### src/rtl/tbird_pkg.sv
// Shared types for the turn-signal lamp scheduler: grant encoding,
// scheduler states and the small helpers that map between them.
package tbird_pkg;

  // Grant currently handed to the light sequencer.
  typedef enum logic [1:0] {
    NONE   = 2'd0,
    LEFT   = 2'd1,
    RIGHT  = 2'd2,
    HAZARD = 2'd3
  } mode_e;

  // Scheduler handshake states.
  typedef enum logic [1:0] {
    IDLE    = 2'd0,
    GRANT   = 2'd1,
    RUN     = 2'd2,
    HOLDOFF = 2'd3
  } sched_state_e;

  // Switch vector bit positions.
  localparam int SW_LEFT   = 0;
  localparam int SW_RIGHT  = 1;
  localparam int SW_HAZARD = 2;
  localparam int NUM_SW    = 3;

  // Hazard wins, and left+right together is treated as hazard.
  function automatic mode_e arbitrate(input logic [NUM_SW-1:0] sw);
    mode_e m;
    if (sw[SW_HAZARD] || (sw[SW_LEFT] && sw[SW_RIGHT])) m = HAZARD;
    else if (sw[SW_LEFT])                                m = LEFT;
    else if (sw[SW_RIGHT])                               m = RIGHT;
    else                                                 m = NONE;
    return m;
  endfunction

  // One-hot request vector {hazard, right, left} for a grant.
  function automatic logic [NUM_SW-1:0] mode_to_req(input mode_e m);
    logic [NUM_SW-1:0] r;
    r = '0;
    case (m)
      LEFT:    r[SW_LEFT]   = 1'b1;
      RIGHT:   r[SW_RIGHT]  = 1'b1;
      HAZARD:  r[SW_HAZARD] = 1'b1;
      default: r = '0;
    endcase
    return r;
  endfunction

endpackage

### src/rtl/tbird_debounce.sv
// Switch conditioner: two-flop synchroniser followed by a debouncer that
// only adopts a new level after DB_CYCLES consecutive matching samples.
module tbird_debounce #(
  parameter int DB_CYCLES = 16
) (
  input  logic clock,
  input  logic reset_b,
  input  logic sw_in,
  output logic sw_db
);

  // Counter must hold DB_CYCLES-1; keep at least one bit when DB_CYCLES is 1.
  localparam int CW = (DB_CYCLES > 1) ? $clog2(DB_CYCLES) : 1;
  localparam logic [CW-1:0] CNT_LAST = CW'(DB_CYCLES - 1);

  logic [1:0]    sync_q, sync_d;
  logic [CW-1:0] cnt_q, cnt_d;
  logic          db_q, db_d;

  // Next-state: shift the synchroniser, count samples that disagree with
  // the accepted level, and flip the level once the run is long enough.
  always_comb begin
    sync_d = {sync_q[0], sw_in};
    cnt_d  = cnt_q;
    db_d   = db_q;
    if (sync_q[1] == db_q) begin
      cnt_d = '0;
    end else if (cnt_q == CNT_LAST) begin
      db_d  = sync_q[1];
      cnt_d = '0;
    end else begin
      cnt_d = cnt_q + 1'b1;
    end
  end

  // State registers, cleared asynchronously.
  always_ff @(posedge clock or negedge reset_b) begin
    if (!reset_b) begin
      sync_q <= '0;
      cnt_q  <= '0;
      db_q   <= 1'b0;
    end else begin
      sync_q <= sync_d;
      cnt_q  <= cnt_d;
      db_q   <= db_d;
    end
  end

  assign sw_db = db_q;

endmodule

### src/rtl/tbird_lamp_scheduler.sv
// Lamp scheduler: conditions the three switches, generates the lamp step
// tick, arbitrates requests and hands one grant at a time to the light
// sequencer, timing out if the sequencer never acknowledges.
module tbird_lamp_scheduler
  import tbird_pkg::*;
#(
  parameter int TICK_DIV      = 12500000,
  parameter int DB_CYCLES     = 16,
  parameter int GRANT_TIMEOUT = 4
) (
  input  logic       clock,
  input  logic       reset_b,
  input  logic       sw_left,
  input  logic       sw_right,
  input  logic       sw_hazard,
  input  logic       seq_idle,
  output logic       step_en,
  output logic       req_left,
  output logic       req_right,
  output logic       req_hazard,
  output logic [1:0] mode,
  output logic       grant_err
);

  localparam int TW  = $clog2(TICK_DIV);
  localparam int TOW = $clog2(GRANT_TIMEOUT + 1);
  localparam logic [TW-1:0]  TICK_LAST = TW'(TICK_DIV - 1);
  localparam logic [TOW-1:0] TO_LAST   = TOW'(GRANT_TIMEOUT - 1);

  logic [NUM_SW-1:0] sw_raw, sw_db, req_vec;
  logic [TW-1:0]     tick_q, tick_d;
  logic [TOW-1:0]    to_q, to_d;
  sched_state_e      state_q, state_d;
  mode_e             mode_q, mode_d;
  logic              err_q, err_d;

  assign sw_raw[SW_LEFT]   = sw_left;
  assign sw_raw[SW_RIGHT]  = sw_right;
  assign sw_raw[SW_HAZARD] = sw_hazard;

  for (genvar i = 0; i < NUM_SW; i++) begin : g_db
    tbird_debounce #(.DB_CYCLES(DB_CYCLES)) u_db (
      .clock   (clock),
      .reset_b (reset_b),
      .sw_in   (sw_raw[i]),
      .sw_db   (sw_db[i])
    );
  end

  // Free-running step counter; the pulse is decoded from the count itself
  // so it is low as soon as reset forces the count to zero.
  always_comb begin
    tick_d = (tick_q == TICK_LAST) ? '0 : tick_q + 1'b1;
  end

  assign step_en = (tick_q == TICK_LAST);

  // Next-state and request outputs; requests are only driven while GRANT.
  always_comb begin
    state_d = state_q;
    mode_d  = mode_q;
    to_d    = to_q;
    err_d   = err_q;
    req_vec = '0;
    case (state_q)
      IDLE: begin
        mode_d = NONE;
        to_d   = '0;
        if (step_en && (|sw_db) && seq_idle) begin
          mode_d  = arbitrate(sw_db);
          state_d = GRANT;
        end
      end
      GRANT: begin
        req_vec = mode_to_req(mode_q);
        if (!seq_idle) begin
          state_d = RUN;
        end else if (step_en) begin
          if (to_q == TO_LAST) begin
            err_d   = 1'b1;
            mode_d  = NONE;
            state_d = IDLE;
          end else begin
            to_d = to_q + 1'b1;
          end
        end
      end
      RUN: begin
        if (seq_idle) state_d = HOLDOFF;
      end
      HOLDOFF: begin
        // Wait a full step so back-to-back flashes keep the step cadence.
        if (step_en) begin
          mode_d  = NONE;
          state_d = IDLE;
        end
      end
      default: begin
        mode_d  = NONE;
        state_d = IDLE;
      end
    endcase
  end

  // Tick counter and scheduler state registers.
  always_ff @(posedge clock or negedge reset_b) begin
    if (!reset_b) begin
      tick_q  <= '0;
      to_q    <= '0;
      state_q <= IDLE;
      mode_q  <= NONE;
      err_q   <= 1'b0;
    end else begin
      tick_q  <= tick_d;
      to_q    <= to_d;
      state_q <= state_d;
      mode_q  <= mode_d;
      err_q   <= err_d;
    end
  end

  assign req_left   = req_vec[SW_LEFT];
  assign req_right  = req_vec[SW_RIGHT];
  assign req_hazard = req_vec[SW_HAZARD];
  assign mode       = mode_q;
  assign grant_err  = err_q;

endmodule

### config.mk
export PLATFORM = sky130hd
export DESIGN_NAME = tbird_lamp_scheduler
export DESIGN_NICKNAME = d
export VERILOG_FILES = /design/src/rtl/tbird_pkg.sv /design/src/rtl/tbird_debounce.sv /design/src/rtl/tbird_lamp_scheduler.sv
export SDC_FILE = /design/constraint.sdc
export NUM_CORES = 1
export LEC_CHECK = 0
export CAP_MARGIN = 15
export CORE_MARGIN = 1.5
export CORE_UTILIZATION = 55
export DETAILED_ROUTE_END_ITERATION = 8
export PLACE_DENSITY = 0.74
export SLEW_MARGIN = 20
export SYNTH_ARGS = -nofsm -noshare
export SYNTH_HDL_FRONTEND = slang
export SYNTH_SLANG_ARGS = --single-unit
export TNS_END_PERCENT = 30
### constraint.sdc
create_clock -name clock -period 2.2 [get_ports clock]
set_input_delay 0.44 -clock clock [delete_from_list [all_inputs] [get_ports clock]]
set_output_delay 0.44 -clock clock [all_outputs]
set_load 0.01 [all_outputs]
=== Yosys cells after proc, flatten, opt, wreduce, memory -nomap -nowiden ===
Index checks and enable logic that the tools add are counted.
Widths: inputs -> output; s select.

* Bits in registers: 53
* Output and inout port bits: 7
* Word-level logic and storage cells: 88

* $add $sub $neg: 5
* Equal/unequal tests: 23
* Multiplexer cells: 28
* Bitwise operators: 3
* Reduce and logical (&&, ||, !) cells: 15

{| class="wikitable"
|+ Operators with widths
! cell !! number
|-
| $add 24x1->24 const B || 1
|-
| $eq 24x24->1 const B || 1
|-
| $mux 24 || 1
|-
| $mux 4 || 6
|-
| $mux 2 || 11
|-
| $ne 2x2->1 const B || 7
|-
| $add 4x1->4 const B || 3
|-
| $eq 4x4->1 const B || 3
|-
| $mux 3 || 4
|-
| $reduce_and 5->1 || 2
|-
| $eq 2x2->1 const B || 4
|-
| $pmux 2 s4 || 1
|-
| $reduce_and 4->1 || 2
|-
| $ne 3x3->1 const B || 2
|-
| $pmux 2 s3 || 1
|-
| $pmux 3 s2 || 1
|-
| $reduce_and 2->1 || 3
|-
| $eq 2x1->1 const B || 2
|-
| $add 3x1->3 const B || 1
|-
| $eq 1x1->1 || 3
|-
| $eq 3x2->1 const B || 1
|-
| $logic_and 1x1->1 || 3
|-
| $mux 1 || 3
|-
| $not 1->1 || 3
|-
| other kinds (5) || 5
|}

=== Longest topological paths before layout ===
* Depth after elaboration: 5
* Gate-level depth with buffers: 7
* Mapped depth without buffers: 5

=== Cells and area by module ===
Synthesis repeated with hierarchy kept, for this count alone.

* Cells, all modules: 228
* Area total of the unflattened synthesis: 2,501.1 um^2

{| class="wikitable"
|+ By module, submodules not included
! module !! times used !! cells each !! area each (um^2) !! sequential area each (um^2)
|-
| tbird_lamp_scheduler || 1 || 174 || 1,690.4 || 800.8
|-
| tbird_debounce || 3 || 18 || 270.3 || 175.2
|}

=== Least setup slack after synthesis ===
No wires, ideal clock.

* Path kind: reg-to-output
* Start point: register tick_q[14]
* End point: output step_en
* Data arrival time: 1.583 ns
* Setup slack: 0.177 ns
* Stages on the path, launching flop included: 7
* Buffers on the path: 3
* Cells stage by stage: dfrtp_1 -> clkbuf_1 -> nor4b_1 -> nand4b_1 -> buf_2 -> nor2_1 -> buf_2

* Word-level cells in the longest chain between the ends: 1

{| class="wikitable"
|+ RTL lines
! element !! line !! text
|-
| start: declaration || tbird_lamp_scheduler.sv:31 || <nowiki>logic [TW-1:0] tick_q, tick_d;</nowiki>
|-
| start signal: assignment || tbird_lamp_scheduler.sv:114 || <nowiki>tick_q <= tick_d;</nowiki>
|-
| $eq 24x24->1 || tbird_lamp_scheduler.sv:56 || <nowiki>assign step_en = (tick_q == TICK_LAST);</nowiki>
|-
| end: declaration || tbird_lamp_scheduler.sv:17 || <nowiki>output logic step_en,</nowiki>
|}

No other way between the ends.

=== Worst setup path after layout ===
* Start point: register state_q[0]
* End point: output req_hazard

* Word-level cells in the longest chain between the ends: 2

{| class="wikitable"
|+ RTL lines
! element !! line !! text
|-
| start: declaration || tbird_lamp_scheduler.sv:33 || <nowiki>sched_state_e state_q, state_d;</nowiki>
|-
| start signal: assignment || tbird_lamp_scheduler.sv:116 || <nowiki>state_q <= state_d;</nowiki>
|-
| $eq 2x1->1 || tbird_lamp_scheduler.sv:65 || <nowiki>case (state_q)</nowiki>
|-
| $mux 3 || tbird_lamp_scheduler.sv:65 ||
|-
| end: declaration || tbird_lamp_scheduler.sv:20 || <nowiki>output logic req_hazard,</nowiki>
|}

No other way between the ends.

==> flow_metrics.py <==
metrics = {
    "final_layout": {
        "area_delta_synth_final_pct": 15.0,
        "final.fill_count": 332,
        "final_common_cell": "dfrtp_1",
        "nNetsFinal": 261,
        "most-common-layout-cells": "dfrtp_1, nor2_1, xnor2_1, buf_4, nand3_1",
        "n_antenna_cell": 0,
        "fin_area_um2": 2800,
        "drive_gt1_frac": 0.144,
        "fin_util": 0.679,
        "instances_no_fill": 300,
    },
    "placement": {
        "numPlacedInstances": 292,
        "place_congestion": 0.784,
        "placed_area_um2": 2700,
        "port-buffer-count": 12,
        "dpl_worst_slack_ns": 0.0984,
        "dp_hpwl_um": 3070,
    },
    "critical_path": {
        "cp-end-kind": "output port",
        "worstPathRequired_ns": 1.76,
        "arrival_ns": 1.66,
        "start_kind": "flip-flop",
        "worstSetupStartpoint": "state_q[0]$_DFFE_PN0P_",
        "crit_fanout": 5,
        "reg2reg_to": "to_q[1]$_DFFE_PN0P_",
        "rr_worst_depth": 6,
        "crit_end": "req_hazard",
        "crit_type": "flip-flop to output port",
        "reg2reg_slack_ns": 0.27,
        "reg2reg_from": "tick_q[0]$_DFF_PN0_",
    },
    "logic_synthesis": {
        "ys.flop_type": "dfrtp_1",
        "syn_area_um2": 2430,
        "yosysUniqueCellTypes": 41,
        "synth_seq_area_share": 0.546,
        "ys_seq_elements": 53,
        "syn_inst": 223,
        "postSynthAreaPerCell_um2": 10.9,
        "yosys_warnings": 0,
        "async_flop_share": 1.00,
        "syn_nets": 235,
        "synth_edf_count": 0,
    },
    "drt": {
        "remaining_drc_errors": 0,
        "drtIter0Drc": 111,
        "wl_per_cell_um": 14.1,
        "ant_nets": 0,
        "via_per_inst": 5.77,
        "drtPass1Iterations": 4,
        "via_count": 1731,
        "drt-total-wl_um": 4220,
    },
    "flow_run": {
        "maxCapViolCount": 0,
    },
    "cts": {
        "tritoncts": "done",
        "numCtsBuffers": 5,
        "insertion_delay_ns": 0.30,
        "clkTransAtPathRegs_ns": 0.09,
        "cts_sinks": 53,
        "clk_path_buf_depth": 2,
        "htree_levels": 2,
        "root_buffer": "clkbuf_8",
    },
    "power": {
        "max-vdd-ir-drop_mv": 0.346,
        "leakage_nw": 1.25,
        "power_mw": 1.58,
        "p_per_area_nw_per_um2": 566,
    },
    "floorplanning": {
        "num_rows": 23,
        "fp.dieH_um": 69.5,
        "ioPinCount": 13,
        "start_util": 0.590,
        "die_w_um": 69.5,
        "core-area_um2": 4120,
        "dieArea_um2": 4830,
    },
    "sta": {
        "hold-worst-slack_ns": 0.134,
        "rsz0062_at_grt": "yes",
        "tightest_slew_ns": 0.594,
        "maxSlewViolCount": 0,
        "finalHoldViolCount": 0,
        "timing.final.crit_share": 0.956,
        "period_needed_ns": 2.10,
        "setup_viol": 0,
        "relSlewSlack": 0.601,
        "skew_ns": 0.00750,
        "totalNegativeSetupSlack_ns": 0,
        "fmax_ghz": 0.475,
        "worst_slack_ns": 0.0964,
    },
    "global_route": {
        "grt_pass1_vias": 1702,
        "antenna_found_initial": 0,
        "grt_use_total": 0.198,
        "grt_pass1_wl_um": 7700,
        "overflow": 0,
        "grt_max_degree": 29,
    },
    "worst_hold_path": {
        "hp-class": "primary input to asynchronous set/reset pin",
    },
    "status": {
        "status": "complete, no violations",
    },
}
## flip-flops by register name (all words and copies together) (netlist names), named ones only
| signal | flops |
|---|---|
| g_db.u_db.sw_db | 3 |
| state_q | 1 |
| grant_err | 1 |
| tick_q | 24 |
| g_db.u_db.cnt_q | 12 |
| to_q | 3 |
| mode | 2 |
| g_db.u_db.sync_q | 6 |
## timing repair
action | 4_1_cts | 5_1_grt
hold endpoints to repair | 0 | 0
buffers inserted | 0 | 0
endpoints found under the setup margin | 1 | 4
hold buffers | 0 | 0
resized for setup | 2 | 4
pin swaps | 0 | 0
## worst min-delay path by stage
stage | start | slack [ns] | endpoint
after floorplan | reset_b | 0.14 | asynchronous set/reset pin
after global placement | g_db[1].u_db.sync_q[0]$_DFF_PN0_ | 0.33 | g_db[1].u_db.sync_q[1]$_DFF_PN0_
after detailed placement | g_db[1].u_db.sync_q[0]$_DFF_PN0_ | 0.34 | g_db[1].u_db.sync_q[1]$_DFF_PN0_
after CTS | reset_b | 0.14 | g_db[2].u_db.cnt_q[1]$_DFF_PN0_
after global routing | reset_b | 0.18 | g_db[2].u_db.cnt_q[1]$_DFF_PN0_
final | reset_b | 0.13 | g_db[2].u_db.cnt_q[1]$_DFF_PN0_
## layer usage
layer,vias to the layer above,track usage,part of all wire
met5,-,0,0
met4,0,0.0915,0.011
met3,4,0.0349,0.037
met2,24,0.321,0.48
met1,849,0.261,0.47
li1,854,-,-
## layout make-up
type | instances | area [um2] | share of cell area
flip-flops and latches | 53 | 1330 | 0.474
multi-input cells | 154 | 1060 | 0.380
repair buffers | 26 | 231 | 0.0828
clock buffers | 8 | 80.1 | 0.0286
well taps | 50 | 62.6 | 0.0224
inverters | 9 | 33.8 | 0.0121
## worst max-delay path, stage by stage (launching register included)
cell	delay, ns
dfrtp_1	0.37
inv_1	0.08
nor2_2	0.21
and3_1	0.18
clkdlybuf4s50_1	0.53
## kinds of logic after synthesis
| kind of cell | Yosys count | synth area share |
|---|---|---|
| buf+inv | 16 | 0.0257 |
| mux | 6 | 0.0263 |
| fa+ha+maj | 6 | 0.0309 |
| xor+xnor | 22 | 0.0793 |
| compound gates | 34 | 0.0937 |
| simple gates | 86 | 0.198 |
| flops | 53 | 0.546 |
## report_power, final
part / internal, mW / total, mW / switching [mW] / leakage, nW
registers: 0.992 / 1.01 / 0.0150 / 0.678
logic: 0.0277 / 0.0631 / 0.0354 / 0.535
clock network: 0.227 / 0.511 / 0.284 / 0.0395
## synth_stat cells (5+ instances only)
cell       n  area share
a21oi_1   10       0.021
clkbuf_1   5      0.0077
dfrtp_1   53        0.55
ha_1       6       0.031
inv_1      9       0.014
nand2_1   11       0.017
nand3_1   12       0.025
nand4_1    5       0.013
nor2_1    20       0.031
o21ai_0    9       0.019
xnor2_1   17       0.061
xor2_1     5       0.018
Power figures use the tool's default switching activity.
